==> src/rtl/l2_bus_arbiter_pkg.sv <==
// Shared widths and state type for the L2 request-channel arbiter.
package l2_bus_arbiter_pkg;

  localparam int ADDR_BITS      = 32;
  localparam int OFFSET_BITS    = 6;
  localparam int CACHELINE_BITS = 64;

  // Line-address and cache-line widths carried on the request channel.
  localparam int LA = ADDR_BITS - OFFSET_BITS;
  localparam int CL = CACHELINE_BITS;

  typedef enum logic [1:0] {
    IDLE      = 2'd0,
    ISSUE     = 2'd1,
    WAIT_RESP = 2'd2
  } arb_state_t;

endpackage

==> src/rtl/l2_bus_arbiter_if.sv <==
// Requestor-side and L2-side bus bundle for l2_bus_arbiter.
// master: the arbiter's view; slave: the surrounding requestors and L2 controller.
interface l2_bus_arbiter_if #(parameter int NUM_REQ = 4) ();
  import l2_bus_arbiter_pkg::*;

  logic [NUM_REQ-1:0]    req_valid;
  logic [NUM_REQ-1:0]    req_ready;
  logic [NUM_REQ*LA-1:0] req_addr;
  logic [NUM_REQ-1:0]    req_rw;
  logic [NUM_REQ*CL-1:0] req_data;
  logic [NUM_REQ-1:0]    resp_valid;
  logic [CL-1:0]         resp_data;
  logic                  l2_req_valid;
  logic                  l2_req_ready;
  logic [LA-1:0]         l2_req_addr;
  logic                  l2_req_rw;
  logic [CL-1:0]         l2_req_data;
  logic                  l2_resp_valid;
  logic [CL-1:0]         l2_resp_data;
  logic                  busy;

  modport master (
    input  req_valid, req_addr, req_rw, req_data,
    input  l2_req_ready, l2_resp_valid, l2_resp_data,
    output req_ready, resp_valid, resp_data,
    output l2_req_valid, l2_req_addr, l2_req_rw, l2_req_data, busy
  );

  modport slave (
    output req_valid, req_addr, req_rw, req_data,
    output l2_req_ready, l2_resp_valid, l2_resp_data,
    input  req_ready, resp_valid, resp_data,
    input  l2_req_valid, l2_req_addr, l2_req_rw, l2_req_data, busy
  );

endinterface

==> src/rtl/l2_bus_arbiter_rr_arbiter.sv <==
// Combinational round-robin picker: first set request strictly after last_grant, with wrap.
module rr_arbiter #(
  parameter int NUM_REQ = 4,
  parameter int IDX_W   = $clog2(NUM_REQ)
) (
  input  logic [NUM_REQ-1:0] req,
  input  logic [IDX_W-1:0]   last_grant,
  output logic               gnt_valid,
  output logic [IDX_W-1:0]   gnt_idx
);

  logic [IDX_W-1:0] cand;

  // Walk candidates from farthest to nearest so the nearest set request wins.
  always_comb begin
    gnt_valid = 1'b0;
    gnt_idx   = '0;
    cand      = '0;
    for (int k = NUM_REQ; k >= 1; k--) begin
      cand = IDX_W'((int'(last_grant) + k) % NUM_REQ);
      if (req[cand]) begin
        gnt_valid = 1'b1;
        gnt_idx   = cand;
      end
    end
  end

endmodule

==> src/rtl/l2_bus_arbiter.sv <==
// Round-robin feeder of the single L2 request port; one transaction in flight,
// read responses routed back to the issuing requestor.
module l2_bus_arbiter
  import l2_bus_arbiter_pkg::*;
#(
  parameter int NUM_REQ = 4,
  parameter int IDX_W   = $clog2(NUM_REQ)
) (
  input logic              clk,
  input logic              reset,
  l2_bus_arbiter_if.master bus
);

  arb_state_t       state;
  logic [IDX_W-1:0] last_grant;
  logic [IDX_W-1:0] gidx;
  logic [LA-1:0]    lat_addr;
  logic             lat_rw;
  logic [CL-1:0]    lat_data;
  logic             l2_valid_q;
  logic             busy_q;

  logic             gnt_valid;
  logic [IDX_W-1:0] gnt_idx;
  logic [LA-1:0]    sel_addr;
  logic             sel_rw;
  logic [CL-1:0]    sel_data;

  rr_arbiter #(.NUM_REQ(NUM_REQ)) u_rr (
    .req        (bus.req_valid),
    .last_grant (last_grant),
    .gnt_valid  (gnt_valid),
    .gnt_idx    (gnt_idx)
  );

  // Mux the winning requestor's fields out of the flattened buses.
  always_comb begin
    sel_addr = '0;
    sel_rw   = 1'b0;
    sel_data = '0;
    for (int i = 0; i < NUM_REQ; i++) begin
      if (gnt_idx == IDX_W'(i)) begin
        sel_addr = bus.req_addr[i*LA +: LA];
        sel_rw   = bus.req_rw[i];
        sel_data = bus.req_data[i*CL +: CL];
      end
    end
  end

  // Transaction FSM; last_grant only advances once L2 has taken the request.
  always_ff @(posedge clk or posedge reset) begin
    if (reset) begin
      state      <= IDLE;
      last_grant <= IDX_W'(NUM_REQ - 1);
      gidx       <= '0;
      lat_addr   <= '0;
      lat_rw     <= 1'b0;
      lat_data   <= '0;
      l2_valid_q <= 1'b0;
      busy_q     <= 1'b0;
    end else begin
      case (state)
        IDLE: begin
          if (gnt_valid) begin
            gidx       <= gnt_idx;
            lat_addr   <= sel_addr;
            lat_rw     <= sel_rw;
            lat_data   <= sel_data;
            l2_valid_q <= 1'b1;
            busy_q     <= 1'b1;
            state      <= ISSUE;
          end
        end
        ISSUE: begin
          if (bus.l2_req_ready) begin
            last_grant <= gidx;
            l2_valid_q <= 1'b0;
            if (lat_rw) begin
              busy_q <= 1'b0;
              state  <= IDLE;
            end else begin
              state  <= WAIT_RESP;
            end
          end
        end
        WAIT_RESP: begin
          if (bus.l2_resp_valid) begin
            busy_q <= 1'b0;
            state  <= IDLE;
          end
        end
        default: begin
          l2_valid_q <= 1'b0;
          busy_q     <= 1'b0;
          state      <= IDLE;
        end
      endcase
    end
  end

  // Same-cycle accept and response pass-through; a response seen outside WAIT_RESP is dropped.
  always_comb begin
    bus.req_ready  = '0;
    bus.resp_valid = '0;
    bus.resp_data  = '0;
    if (!reset && state == IDLE && gnt_valid) begin
      bus.req_ready[gnt_idx] = 1'b1;
    end
    if (state == WAIT_RESP && bus.l2_resp_valid) begin
      bus.resp_valid[gidx] = 1'b1;
      bus.resp_data        = bus.l2_resp_data;
    end
  end

  assign bus.l2_req_valid = l2_valid_q;
  assign bus.l2_req_addr  = lat_addr;
  assign bus.l2_req_rw    = lat_rw;
  assign bus.l2_req_data  = lat_data;
  assign bus.busy         = busy_q;

endmodule
==> src/flat_wrapper.sv <==
// flat-port wrapper written by rule: the top's interface ports become plain ports
module l2_bus_arbiter_flat import l2_bus_arbiter_pkg::*;
#(
  parameter int NUM_REQ = 4,
  parameter int IDX_W   = $clog2(NUM_REQ)
)
  (clk, reset, bus_req_valid, bus_req_addr, bus_req_rw, bus_req_data, bus_l2_req_ready, bus_l2_resp_valid, bus_l2_resp_data, bus_req_ready, bus_resp_valid, bus_resp_data, bus_l2_req_valid, bus_l2_req_addr, bus_l2_req_rw, bus_l2_req_data, bus_busy);
  l2_bus_arbiter_if #(.NUM_REQ(NUM_REQ)) bus_i ();
  input logic clk;
  input logic reset;
  input wire logic [$bits(bus_i.req_valid)-1:0] bus_req_valid;
  input wire logic [$bits(bus_i.req_addr)-1:0] bus_req_addr;
  input wire logic [$bits(bus_i.req_rw)-1:0] bus_req_rw;
  input wire logic [$bits(bus_i.req_data)-1:0] bus_req_data;
  input wire logic [$bits(bus_i.l2_req_ready)-1:0] bus_l2_req_ready;
  input wire logic [$bits(bus_i.l2_resp_valid)-1:0] bus_l2_resp_valid;
  input wire logic [$bits(bus_i.l2_resp_data)-1:0] bus_l2_resp_data;
  output wire logic [$bits(bus_i.req_ready)-1:0] bus_req_ready;
  output wire logic [$bits(bus_i.resp_valid)-1:0] bus_resp_valid;
  output wire logic [$bits(bus_i.resp_data)-1:0] bus_resp_data;
  output wire logic [$bits(bus_i.l2_req_valid)-1:0] bus_l2_req_valid;
  output wire logic [$bits(bus_i.l2_req_addr)-1:0] bus_l2_req_addr;
  output wire logic [$bits(bus_i.l2_req_rw)-1:0] bus_l2_req_rw;
  output wire logic [$bits(bus_i.l2_req_data)-1:0] bus_l2_req_data;
  output wire logic [$bits(bus_i.busy)-1:0] bus_busy;
  assign bus_i.req_valid = bus_req_valid;
  assign bus_i.req_addr = bus_req_addr;
  assign bus_i.req_rw = bus_req_rw;
  assign bus_i.req_data = bus_req_data;
  assign bus_i.l2_req_ready = bus_l2_req_ready;
  assign bus_i.l2_resp_valid = bus_l2_resp_valid;
  assign bus_i.l2_resp_data = bus_l2_resp_data;
  assign bus_req_ready = bus_i.req_ready;
  assign bus_resp_valid = bus_i.resp_valid;
  assign bus_resp_data = bus_i.resp_data;
  assign bus_l2_req_valid = bus_i.l2_req_valid;
  assign bus_l2_req_addr = bus_i.l2_req_addr;
  assign bus_l2_req_rw = bus_i.l2_req_rw;
  assign bus_l2_req_data = bus_i.l2_req_data;
  assign bus_busy = bus_i.busy;
  l2_bus_arbiter #(.NUM_REQ(NUM_REQ), .IDX_W(IDX_W)) u_core (.clk(clk), .reset(reset), .bus(bus_i));
endmodule
==> config.mk <==
export PLATFORM = sky130hd
export DESIGN_NAME = l2_bus_arbiter_flat
export DESIGN_NICKNAME = d
export VERILOG_FILES = /design/src/rtl/l2_bus_arbiter_pkg.sv /design/src/rtl/l2_bus_arbiter_if.sv /design/src/rtl/l2_bus_arbiter_rr_arbiter.sv /design/src/rtl/l2_bus_arbiter.sv /design/src/flat_wrapper.sv
export SDC_FILE = /design/constraint.sdc
export NUM_CORES = 1
export LEC_CHECK = 0
export CORE_AREA = 2 2 235 237
export DETAILED_ROUTE_END_ITERATION = 7
export DIE_AREA = 0 0 237 239
export PLACE_DENSITY_LB_ADDON = 0.1
export SLEW_MARGIN = 20
export SYNTH_ARGS = -nofsm -noshare
export SYNTH_HDL_FRONTEND = slang
export SYNTH_SLANG_ARGS = --single-unit
==> constraint.sdc <==
create_clock -name clk -period 9.5 [get_ports clk]
set_input_delay 1.425 -clock clk [delete_from_list [all_inputs] [get_ports clk]]
set_output_delay 1.425 -clock clk [all_outputs]
set_load 0.01 [all_outputs]
==> impl_metrics.py, run 1 <==
metrics = {
    "status": {
        "status": "completed",
    },
    "synthesis": {
        "synth_fp_nets": 1075,
        "synth_seq_cells": 99,
        "yosys_warnings": 0,
        "synthCells": 639,
        "yosysSeqAreaShare": 0.373,
        "async_flop_share": 1.00,
        "synth-edff-count": 0,
        "synth_flop_cell": "dfrtp_1",
        "synth.avg_cell_area_sq_um": 10.4,
        "synth_area_sq_um": 6650,
        "ys_types": 33,
    },
    "clock_network": {
        "path_clk_slew_ps": 70,
        "numCtsBuffers": 9,
        "cts_tree": "done",
        "ctsResizeCount": 0,
        "cts_buffer_depth": 2,
        "cts_sinks": 99,
        "holdBufCountCts": 0,
        "htreeDepth": 3,
        "clockRootBuffer": "clkbuf_16",
        "cts_setup_buffers": 0,
        "insertion_delay_ps": 390,
    },
    "global_routing": {
        "grt_usage": 0.130,
        "grt-ovfl-total": 0,
        "grt_pass1_wl_microns": 54000,
        "grt_pass1_vias": 7757,
        "antenna_found_initial": 1,
        "grt_max_degree": 67,
    },
    "routing": {
        "wl_met3_microns": 3500,
        "route.detailed.wl_per_inst_microns": 20.0,
        "vias": 7282,
        "detailedRoute.firstIterationViolations": 240,
        "wirelength_microns": 38100,
        "wl_met2_microns": 20100,
        "first_pass_iters": 6,
        "drc": 0,
        "dr.max_layer_used": "met4",
        "ant_nets": 0,
        "post_drt_via_cell_ratio": 3.82,
        "met1_length_microns": 14100,
    },
    "power": {
        "p_leak_nw": 5.59,
        "pwr-share-seq": 0.255,
        "vdd_drop_max_uv": 114,
        "switchingPower_mw": 1.27,
        "clkPwrFrac": 0.141,
        "p_total_mw": 3.08,
        "internal_power_mw": 1.81,
        "power-per-cell-area_nw_per_um2": 228,
        "swShare": 0.411,
        "comb_power_share": 0.604,
    },
    "timing": {
        "finalHoldViolations": 0,
        "rsz0062_at_grt": "no",
        "worst_slack_ps": 3810,
        "worstMarginPinSlew_ps": 906,
        "holdWs_ps": 485,
        "setup_violations": 0,
        "fin_skew_ps": 19.0,
        "finalMaxSlewViolations": 0,
        "tns_ps": 0,
        "relSlewSlack": 0.396,
        "period_needed_ps": 5690,
        "fmax_mhz": 176,
        "finalCritPeriodShare": 0.599,
    },
    "place": {
        "port_buffers": 600,
        "place_congestion": 0.773,
        "placedCellCount": 1891,
        "dpl.hpwl_microns": 29200,
        "place_area_sq_um": 13200,
        "dp_slack_ps": 3830,
    },
    "layout": {
        "final_layout_size_suffix_gt1_frac": 0.0391,
        "final_util": 0.249,
        "fin_area_sq_um": 13500,
        "final_common_cell": "clkdlybuf4s50_1",
        "fin_cells": 1907,
        "fin_nets": 1634,
        "final_cell_mix": "clkdlybuf4s50_1, mux2i_1, nand2_1",
        "layout-area-overhead-vs-synth_pct": 104,
    },
    "setup_path": {
        "rrSetupSlack_ps": 5820,
        "required_ps": 8080,
        "arrival_ps": 4260,
        "rr_worst_depth": 7,
        "endpoint_kind": "output pin",
        "critPathKind": "input port to output pin",
        "reg2reg_from": "u_core.last_grant[1]$_DFFE_PP1P_",
        "worstPathMaxFanout": 52,
        "worstSetupStartpointType": "input port",
        "r2r_end": "u_core.bus.l2_req_data[14]$_DFFE_PP0P_",
    },
    "floorplanning": {
        "start_util": 0.122,
        "die_y_microns": 239,
        "num_rows": 86,
        "die_x_microns": 237,
        "pin_count": 601,
        "design.core.area_sq_um": 54300,
        "die_area_sq_um": 56600,
    },
    "worst_hold_path": {
        "min_path_cells": 2,
        "min_to": "u_core.bus.l2_req_data[8]$_DFFE_PP0P_",
        "min-delay-start": "u_core.bus.l2_req_data[8]$_DFFE_PP0P_",
        "hold_path_class": "flip-flop to flip-flop",
    },
    "run": {
        "cap_violations": 0,
    },
}
## cells in the mapped netlist (3+ instances only)
master	n	area share
a21oi_1	4	0.0030
buf_6	23	0.039
clkbuf_1	22	0.012
o221ai_1	82	0.11
inv_1	4	0.0023
mux2i_1	183	0.28
o221ai_2	10	0.023
and2_1	65	0.061
nor2_1	5	0.0028
buf_2	12	0.0090
nor4b_1	3	0.0040
dfrtp_1	97	0.37
buf_4	3	0.0034
nand2_1	100	0.056
## worst max-delay path: stages
cell	delay, ps
clkdlybuf4s50_1	490
and3b_1	230
o32ai_2	530
nand2_4	590
nor3b_1	370
clkdlybuf4s50_1	580
## routing by layer
metal  GRT usage  vias up
met2       0.243      305
met3      0.0567       21
met1       0.135     3464
met4      0.0272        0
met5           0        -
li1            -     3492
## registers in the layout, summed over array words and instances (netlist names)
| signal | flops |
|---|---|
| u_core.gidx | 2 |
| u_core.state | 2 |
| u_core.bus.l2_req_data | 64 |
| u_core.bus.l2_req_addr | 26 |
| u_core.last_grant | 2 |
| u_core.bus.l2_req_rw | 1 |
| u_core.bus.l2_req_valid | 1 |
| u_core.bus.busy | 1 |
## layout make-up
class                      count  area (sq um)
timing repair buffer         609          6070
inverter                       4          17.5
tap                          704           881
multi-input combinational    475          3760
fill                        5870         40800
clock buffer                   9           225
antenna                        1          2.50
sequential                    99          2480
clock inverter                 6          88.8
## power by group through the flow
stage               clock (mW)  sequential [mW]  combinational [mW]
floorplan                    0            0.842               0.952
global placement             0            0.790                1.93
detailed placement           0            0.792                1.92
CTS                      0.467            0.788                1.92
global route             0.474            0.814                2.02
finish                   0.434            0.784                1.86
## worst max path at each step
stage          slack, ps  depth (start not counted)          endpoint        startpoint
2_1_floorplan       5470                          6  bus_req_ready[3]  bus_req_valid[3]
3_3_place_gp        3860                          6  bus_req_ready[0]  bus_req_valid[3]
3_5_place_dp        3830                          6  bus_req_ready[0]  bus_req_valid[3]
4_1_cts             3820                          6  bus_req_ready[1]  bus_req_valid[3]
5_1_grt             3650                          6  bus_req_ready[1]  bus_req_valid[0]
6_report            3810                          6  bus_req_ready[1]  bus_req_valid[3]
## kinds of logic after synthesis
family                 count (synthesis)  synth area share
AND/OR/NAND/NOR                      188             0.140
buffers and inverters                 65            0.0666
flip-flops                            99             0.373
multiplexers                         185             0.279
AO/OA/AOI/OAI                        102             0.142
Note: power is estimated with default switching activity, not from simulation.
==> run 2, diff against run 1 <==
--- a/config.mk
+++ b/config.mk
@@ -5,9 +5,9 @@
 export SDC_FILE = /design/constraint.sdc
 export NUM_CORES = 1
 export LEC_CHECK = 0
-export CORE_AREA = 2 2 235 237
+export CORE_AREA = 2 2 233 235
 export DETAILED_ROUTE_END_ITERATION = 7
-export DIE_AREA = 0 0 237 239
+export DIE_AREA = 0 0 235 237
 export PLACE_DENSITY_LB_ADDON = 0.1
 export SLEW_MARGIN = 20
 export SYNTH_ARGS = -nofsm -noshare
==> constraint.sdc (replaced) <==
create_clock -name clk -period 5 [get_ports clk]
set_input_delay 0.75 -clock clk [delete_from_list [all_inputs] [get_ports clk]]
set_output_delay 0.75 -clock clk [all_outputs]
set_load 0.01 [all_outputs]
==> run 2 against run 1 <==
  * Wire length is 1.4% lower
  * Clock power is 79% higher
  * Critical path type unchanged
  * Largest cell class unchanged
  * Critical endpoint unchanged
  * Count of clock-buffer cells in the layout is 1 higher
==> impl_metrics.py, run 2 (synthesis gave the netlist of run 1 again) <==
metrics = {
    "worst_hold_path": {
        "hold_path_class": "flip-flop to flip-flop",
        "min-delay-start": "u_core.bus.l2_req_data[59]$_DFFE_PP0P_",
        "min_to": "u_core.bus.l2_req_data[59]$_DFFE_PP0P_",
        "min_path_cells": 2,
    },
    "power": {
        "vdd_drop_max_uv": 216,
        "swShare": 0.412,
        "internal_power_mw": 3.43,
        "power-per-cell-area_nw_per_um2": 430,
        "switchingPower_mw": 2.40,
        "clkPwrFrac": 0.133,
        "pwr-share-seq": 0.254,
        "comb_power_share": 0.612,
        "p_leak_nw": 5.62,
    },
    "clock_network": {
        "holdBufCountCts": 0,
        "cts_sinks": 99,
        "clockRootBuffer": "clkbuf_16",
        "ctsResizeCount": 0,
        "htreeDepth": 3,
        "cts_buffer_depth": 2,
        "insertion_delay_ps": 390,
        "cts_tree": "done",
        "cts_setup_buffers": 0,
        "numCtsBuffers": 9,
        "path_clk_slew_ps": 80,
    },
    "floorplanning": {
        "die_x_microns": 235,
        "design.core.area_sq_um": 53300,
        "num_rows": 85,
        "die_y_microns": 237,
        "pin_count": 601,
        "die_area_sq_um": 55700,
        "start_util": 0.125,
    },
    "global_routing": {
        "grt-ovfl-total": 0,
        "grt_max_degree": 88,
        "grt_pass1_wl_microns": 53900,
        "antenna_found_initial": 2,
        "grt_pass1_vias": 7706,
        "grt_usage": 0.131,
    },
    "setup_path": {
        "reg2reg_from": "u_core.last_grant[1]$_DFFE_PP1P_",
        "arrival_ps": 3160,
        "critPathKind": "input port to output pin",
        "required_ps": 4250,
        "rr_worst_depth": 7,
        "worstPathCellList": "clkdlybuf4s50_1, and3b_1, o32ai_2, nand2_4, nor3b_1, clkdlybuf4s50_1",
        "endpoint_kind": "output pin",
        "r2r_end": "u_core.bus.l2_req_data[37]$_DFFE_PP0P_",
        "worstPathMaxFanout": 9,
        "cpMaxStageDelayCell": "o32ai_2",
        "worstSetupStartpointType": "input port",
        "cp_common_cell": "clkdlybuf4s50_1",
        "rrSetupSlack_ps": 1990,
        "slowest_delay_ps": 610,
    },
    "place": {
        "port_buffers": 600,
        "dpl.hpwl_microns": 28700,
        "place_area_sq_um": 13300,
        "place_congestion": 0.809,
    },
    "timing": {
        "finalHoldViolations": 0,
        "setup_violations": 0,
        "rsz0062_at_grt": "no",
        "fmax_mhz": 255,
        "finalCritPeriodShare": 0.783,
        "finalMaxSlewViolations": 0,
        "relSlewSlack": 0.458,
        "fin_skew_ps": 13.9,
        "worstMarginPinSlew_ps": 813,
        "period_needed_ps": 3910,
        "tns_ps": 0,
    },
    "routing": {
        "detailedRoute.firstIterationViolations": 208,
        "drc": 0,
        "ant_nets": 0,
        "vias": 7260,
        "post_drt_via_cell_ratio": 3.82,
        "wirelength_microns": 37600,
        "route.detailed.wl_per_inst_microns": 19.8,
        "first_pass_iters": 4,
    },
    "layout": {
        "largest_register_ffs": 64,
        "layout-area-overhead-vs-synth_pct": 104,
        "fin_area_sq_um": 13600,
        "final_layout_size_suffix_gt1_frac": 0.0407,
        "fillerInstances": 5701,
        "final_cell_mix": "clkdlybuf4s50_1, mux2i_1, nand2_1",
        "final_common_cell": "clkdlybuf4s50_1",
        "fin_nets": 1636,
    },
    "run": {
        "cap_violations": 0,
    },
    "status": {
        "status": "completed",
    },
}
## run 2: cell count changes in the layout (fill, tap and decap cells not counted), sizes merged
cell / change
bufinv: -1
clkinv: +2
clkinvlp: -1
clkbuf: +1
buf: +2
## run 2: worst max path at each step
stage                     cells after the start        startpoint                                endpoint
after floorplan                               1             reset             u_core.bus.busy$_DFFE_PP0P_
after global placement                        6  bus_req_valid[3]                        bus_req_ready[1]
after detailed placement                      7  bus_req_valid[0]  u_core.bus.l2_req_data[23]$_DFFE_PP0P_
after CTS                                     6  bus_req_valid[3]                        bus_req_ready[1]
after global routing                          6  bus_req_valid[0]                        bus_req_ready[1]
final                                         6  bus_req_valid[3]                        bus_req_ready[1]
## run 2: metal layers
metal / share of wire / track usage
met1: 0.40 / 0.152
met3: 0.082 / 0.0410
met4: 0.011 / 0.0336
met2: 0.51 / 0.233
met5: 0.00021 / 0
## run 2: stage by stage
stage           util  hold slack (ps)  setup slack, ps  power, mW  std cells
6_report       0.255              486             1090       5.83       1902
5_1_grt        0.255              509              959       6.28       1901
4_1_cts        0.255              494             1080       6.00       1901
3_5_place_dp   0.249              473             1050       5.17       1885
3_3_place_gp   0.249              469             1100       5.15       1885
2_1_floorplan      -              513             1660       3.41        639
## run 2: power by group through the flow
stage	registers [mW]	clock network (mW)	logic (mW)
final	1.48	0.777	3.57
after global routing	1.54	0.855	3.88
after CTS	1.49	0.835	3.68
after detailed placement	1.49	0	3.67
after global placement	1.50	0	3.65
after floorplan	1.60	0	1.81
## run 2: cell type report
type                            instances  area (sq um)  area share
Timing Repair Buffer                  611          6140       0.453
Clock buffer                           10           229      0.0169
Inverter                                4          17.5     0.00129
Sequential cell                        99          2480       0.183
Antenna cell                            1          2.50    0.000185
Clock inverter                          6          65.1     0.00480
Multi-Input combinational cell        475          3760       0.277
Tap cell                              696           871      0.0642
## run 2: critical path: cells and delay by family
kind	cells	cell delay, ps
AO/OA/AOI/OAI	1	610
buffers and inverters	2	1070
AND/OR/NAND/NOR	3	730
==> run 3, diff against run 2 <==
--- a/config.mk
+++ b/config.mk
@@ -5,9 +5,9 @@
 export SDC_FILE = /design/constraint.sdc
 export NUM_CORES = 1
 export LEC_CHECK = 0
-export CORE_AREA = 2 2 233 235
+export CORE_AREA = 2 2 235 237
 export DETAILED_ROUTE_END_ITERATION = 7
-export DIE_AREA = 0 0 235 237
+export DIE_AREA = 0 0 237 239
 export PLACE_DENSITY_LB_ADDON = 0.1
 export SLEW_MARGIN = 20
 export SYNTH_ARGS = -nofsm -noshare
==> constraint.sdc (replaced) <==
create_clock -name clk -period 3.8 [get_ports clk]
set_input_delay 0.57 -clock clk [delete_from_list [all_inputs] [get_ports clk]]
set_output_delay 0.57 -clock clk [all_outputs]
set_load 0.01 [all_outputs]
==> run 3 against run 2 <==
  * Count of clock-buffer cells in the layout fell by 1
  * Combinational power rose by 32%
  * Die area rose by 1.7%
  * Clock power rose by 44%
  * Largest power group unchanged
  * Largest cell class unchanged
==> impl_metrics.py, run 3 (synthesis gave the netlist of run 1 again) <==
metrics = {
    "setup_path": {
        "worstPathMaxFanout": 5,
        "worstSetupStartpointType": "input port",
        "endpoint_kind": "output pin",
        "critPathKind": "input port to output pin",
        "required_ps": 3230,
        "arrival_ps": 2850,
        "worst-path-buf-inv": 3,
        "cpMaxStageDelayCell": "clkdlybuf4s50_1",
        "rr_worst_depth": 7,
        "worstPathCellList": "clkdlybuf4s50_1, nor2b_1, a21oi_1, o221ai_4, buf_4, nor3b_1, clkdlybuf4s50_1",
        "r2r_end": "u_core.bus.l2_req_data[17]$_DFFE_PP0P_",
        "reg2reg_from": "u_core.last_grant[1]$_DFFE_PP1P_",
        "cp_top_family": "buffers and inverters",
        "cp_common_cell": "clkdlybuf4s50_1",
        "slowest_delay_ps": 650,
        "rrSetupSlack_ps": 1200,
    },
    "layout": {
        "seqCellArea_sq_um": 2480,
        "fillerInstances": 5828,
        "fin_area_sq_um": 13600,
        "fin_cells": 1911,
        "final_cell_mix": "clkdlybuf4s50_1, mux2i_1, nand2_1",
        "final_layout_size_suffix_gt1_frac": 0.0431,
        "largest_register_ffs": 64,
        "fin_nets": 1638,
        "multiInputGateArea_sq_um": 3760,
        "final_common_cell": "clkdlybuf4s50_1",
        "num_antenna_cells": 0,
        "layout-area-overhead-vs-synth_pct": 105,
    },
    "worst_hold_path": {
        "min-delay-start": "u_core.bus.l2_req_data[7]$_DFFE_PP0P_",
        "min_path_cells": 2,
        "min_to": "u_core.bus.l2_req_data[7]$_DFFE_PP0P_",
        "hold_path_class": "flip-flop to flip-flop",
    },
    "routing": {
        "first_pass_iters": 4,
        "detailedRoute.firstIterationViolations": 206,
        "ant_nets": 0,
        "route.detailed.wl_per_inst_microns": 19.9,
        "post_drt_via_cell_ratio": 3.80,
        "drc": 0,
        "wirelength_microns": 38000,
        "vias": 7260,
    },
    "status": {
        "status": "completed",
    },
    "global_routing": {
        "antenna_found_initial": 2,
        "grt_pass1_wl_microns": 54200,
        "grt_pass1_vias": 7801,
        "grt_usage": 0.131,
        "grt-ovfl-total": 0,
        "grt_max_degree": 99,
    },
    "timing": {
        "worstMarginPinSlew_ps": 831,
        "finalMaxSlewViolations": 0,
        "finalCritPeriodShare": 0.899,
        "fin_skew_ps": 20.0,
        "relSlewSlack": 0.446,
        "period_needed_ps": 3420,
        "tns_ps": 0,
        "finalHoldViolations": 0,
        "fmax_mhz": 293,
        "setup_violations": 0,
        "rsz0062_at_grt": "no",
    },
    "floorplanning": {
        "start_util": 0.122,
        "die_area_sq_um": 56600,
        "pin_count": 601,
        "die_y_microns": 239,
        "num_rows": 86,
        "design.core.area_sq_um": 54300,
        "die_x_microns": 237,
    },
    "power": {
        "vdd_drop_max_uv": 534,
        "power-per-cell-area_nw_per_um2": 571,
        "p_leak_nw": 5.65,
    },
    "clock_network": {
        "path_clk_slew_ps": 70,
        "ctsResizeCount": 0,
        "clockRootBuffer": "clkbuf_16",
        "cts_buffer_depth": 2,
        "cts_sinks": 99,
        "cts_setup_buffers": 0,
        "htreeDepth": 3,
        "holdBufCountCts": 0,
        "numCtsBuffers": 9,
        "insertion_delay_ps": 390,
        "cts_tree": "done",
    },
    "place": {
        "placedCellCount": 1895,
        "place_area_sq_um": 13300,
        "place_congestion": 0.776,
        "port_buffers": 600,
        "dpl.hpwl_microns": 29100,
    },
    "run": {
        "cap_violations": 0,
    },
}
-- run 3: cell count changes in the layout (fill, tap and decap cells not counted) --
cell       change
buf_12         +1
buf_4          +1
bufinv_16      +1
clkbuf_1       -1
clkinv_2       -2
diode_2        -1
inv_8          +2
-- run 3: area by class of cell --
type / count / area share
Sequential cell: 99 / 0.182
Clock buffer: 9 / 0.0165
Tap cell: 704 / 0.0646
Clock inverter: 7 / 0.00789
Timing Repair Buffer: 613 / 0.452
Inverter: 4 / 0.00128
Multi-Input combinational cell: 475 / 0.276
-- run 3: metrics by stage --
| stage | power (mW) | util | setup WS (ps) | hold slack, ps |
|---|---|---|---|---|
| floorplan | 4.49 | - | 643 | 513 |
| global placement | 6.82 | 0.245 | 349 | 470 |
| detailed placement | 6.80 | 0.245 | 348 | 472 |
| CTS | 8.01 | 0.251 | 327 | 492 |
| global route | 8.40 | 0.251 | 184 | 507 |
| finish | 7.79 | 0.251 | 383 | 485 |
-- run 3: worst register-to-register path, stage by stage, from the launching register on --
cell and delay (ps):
dfstp_2 600, nand2b_1 120, a21oi_1 100, o221ai_4 260
buf_4 200, buf_12 460, mux2i_1 570, o221ai_1 160
-- run 3: where the power goes --
| part | switching [mW] | internal (mW) |
|---|---|---|
| Combinational | 2.29 | 2.42 |
| Sequential | 0.365 | 1.60 |
| Clock | 0.528 | 0.592 |
-- run 3: how the worst max path moves through the flow --
stage / start / end / slack [ps] / depth (start not counted)
floorplan: reset / u_core.bus.busy$_DFFE_PP0P_ / 640 / 1
global placement: bus_req_valid[3] / bus_req_ready[3] / 350 / 6
detailed placement: bus_req_valid[3] / bus_req_ready[1] / 350 / 7
CTS: bus_req_valid[3] / bus_req_ready[1] / 330 / 7
global route: bus_req_valid[3] / bus_req_ready[3] / 180 / 6
finish: bus_req_valid[3] / bus_req_ready[1] / 380 / 7
-- run 3: per-layer routing --
layer  part of all wire  wire [microns]  global-route usage  vias to the layer above
li1                   -               -                   -                     3497
met1               0.38           14300               0.138                     3447
met2               0.52           19900               0.243                      294
met3              0.087            3320              0.0507                       18
met4              0.012             465              0.0301                        4
met5            0.00079              30                   0                        -
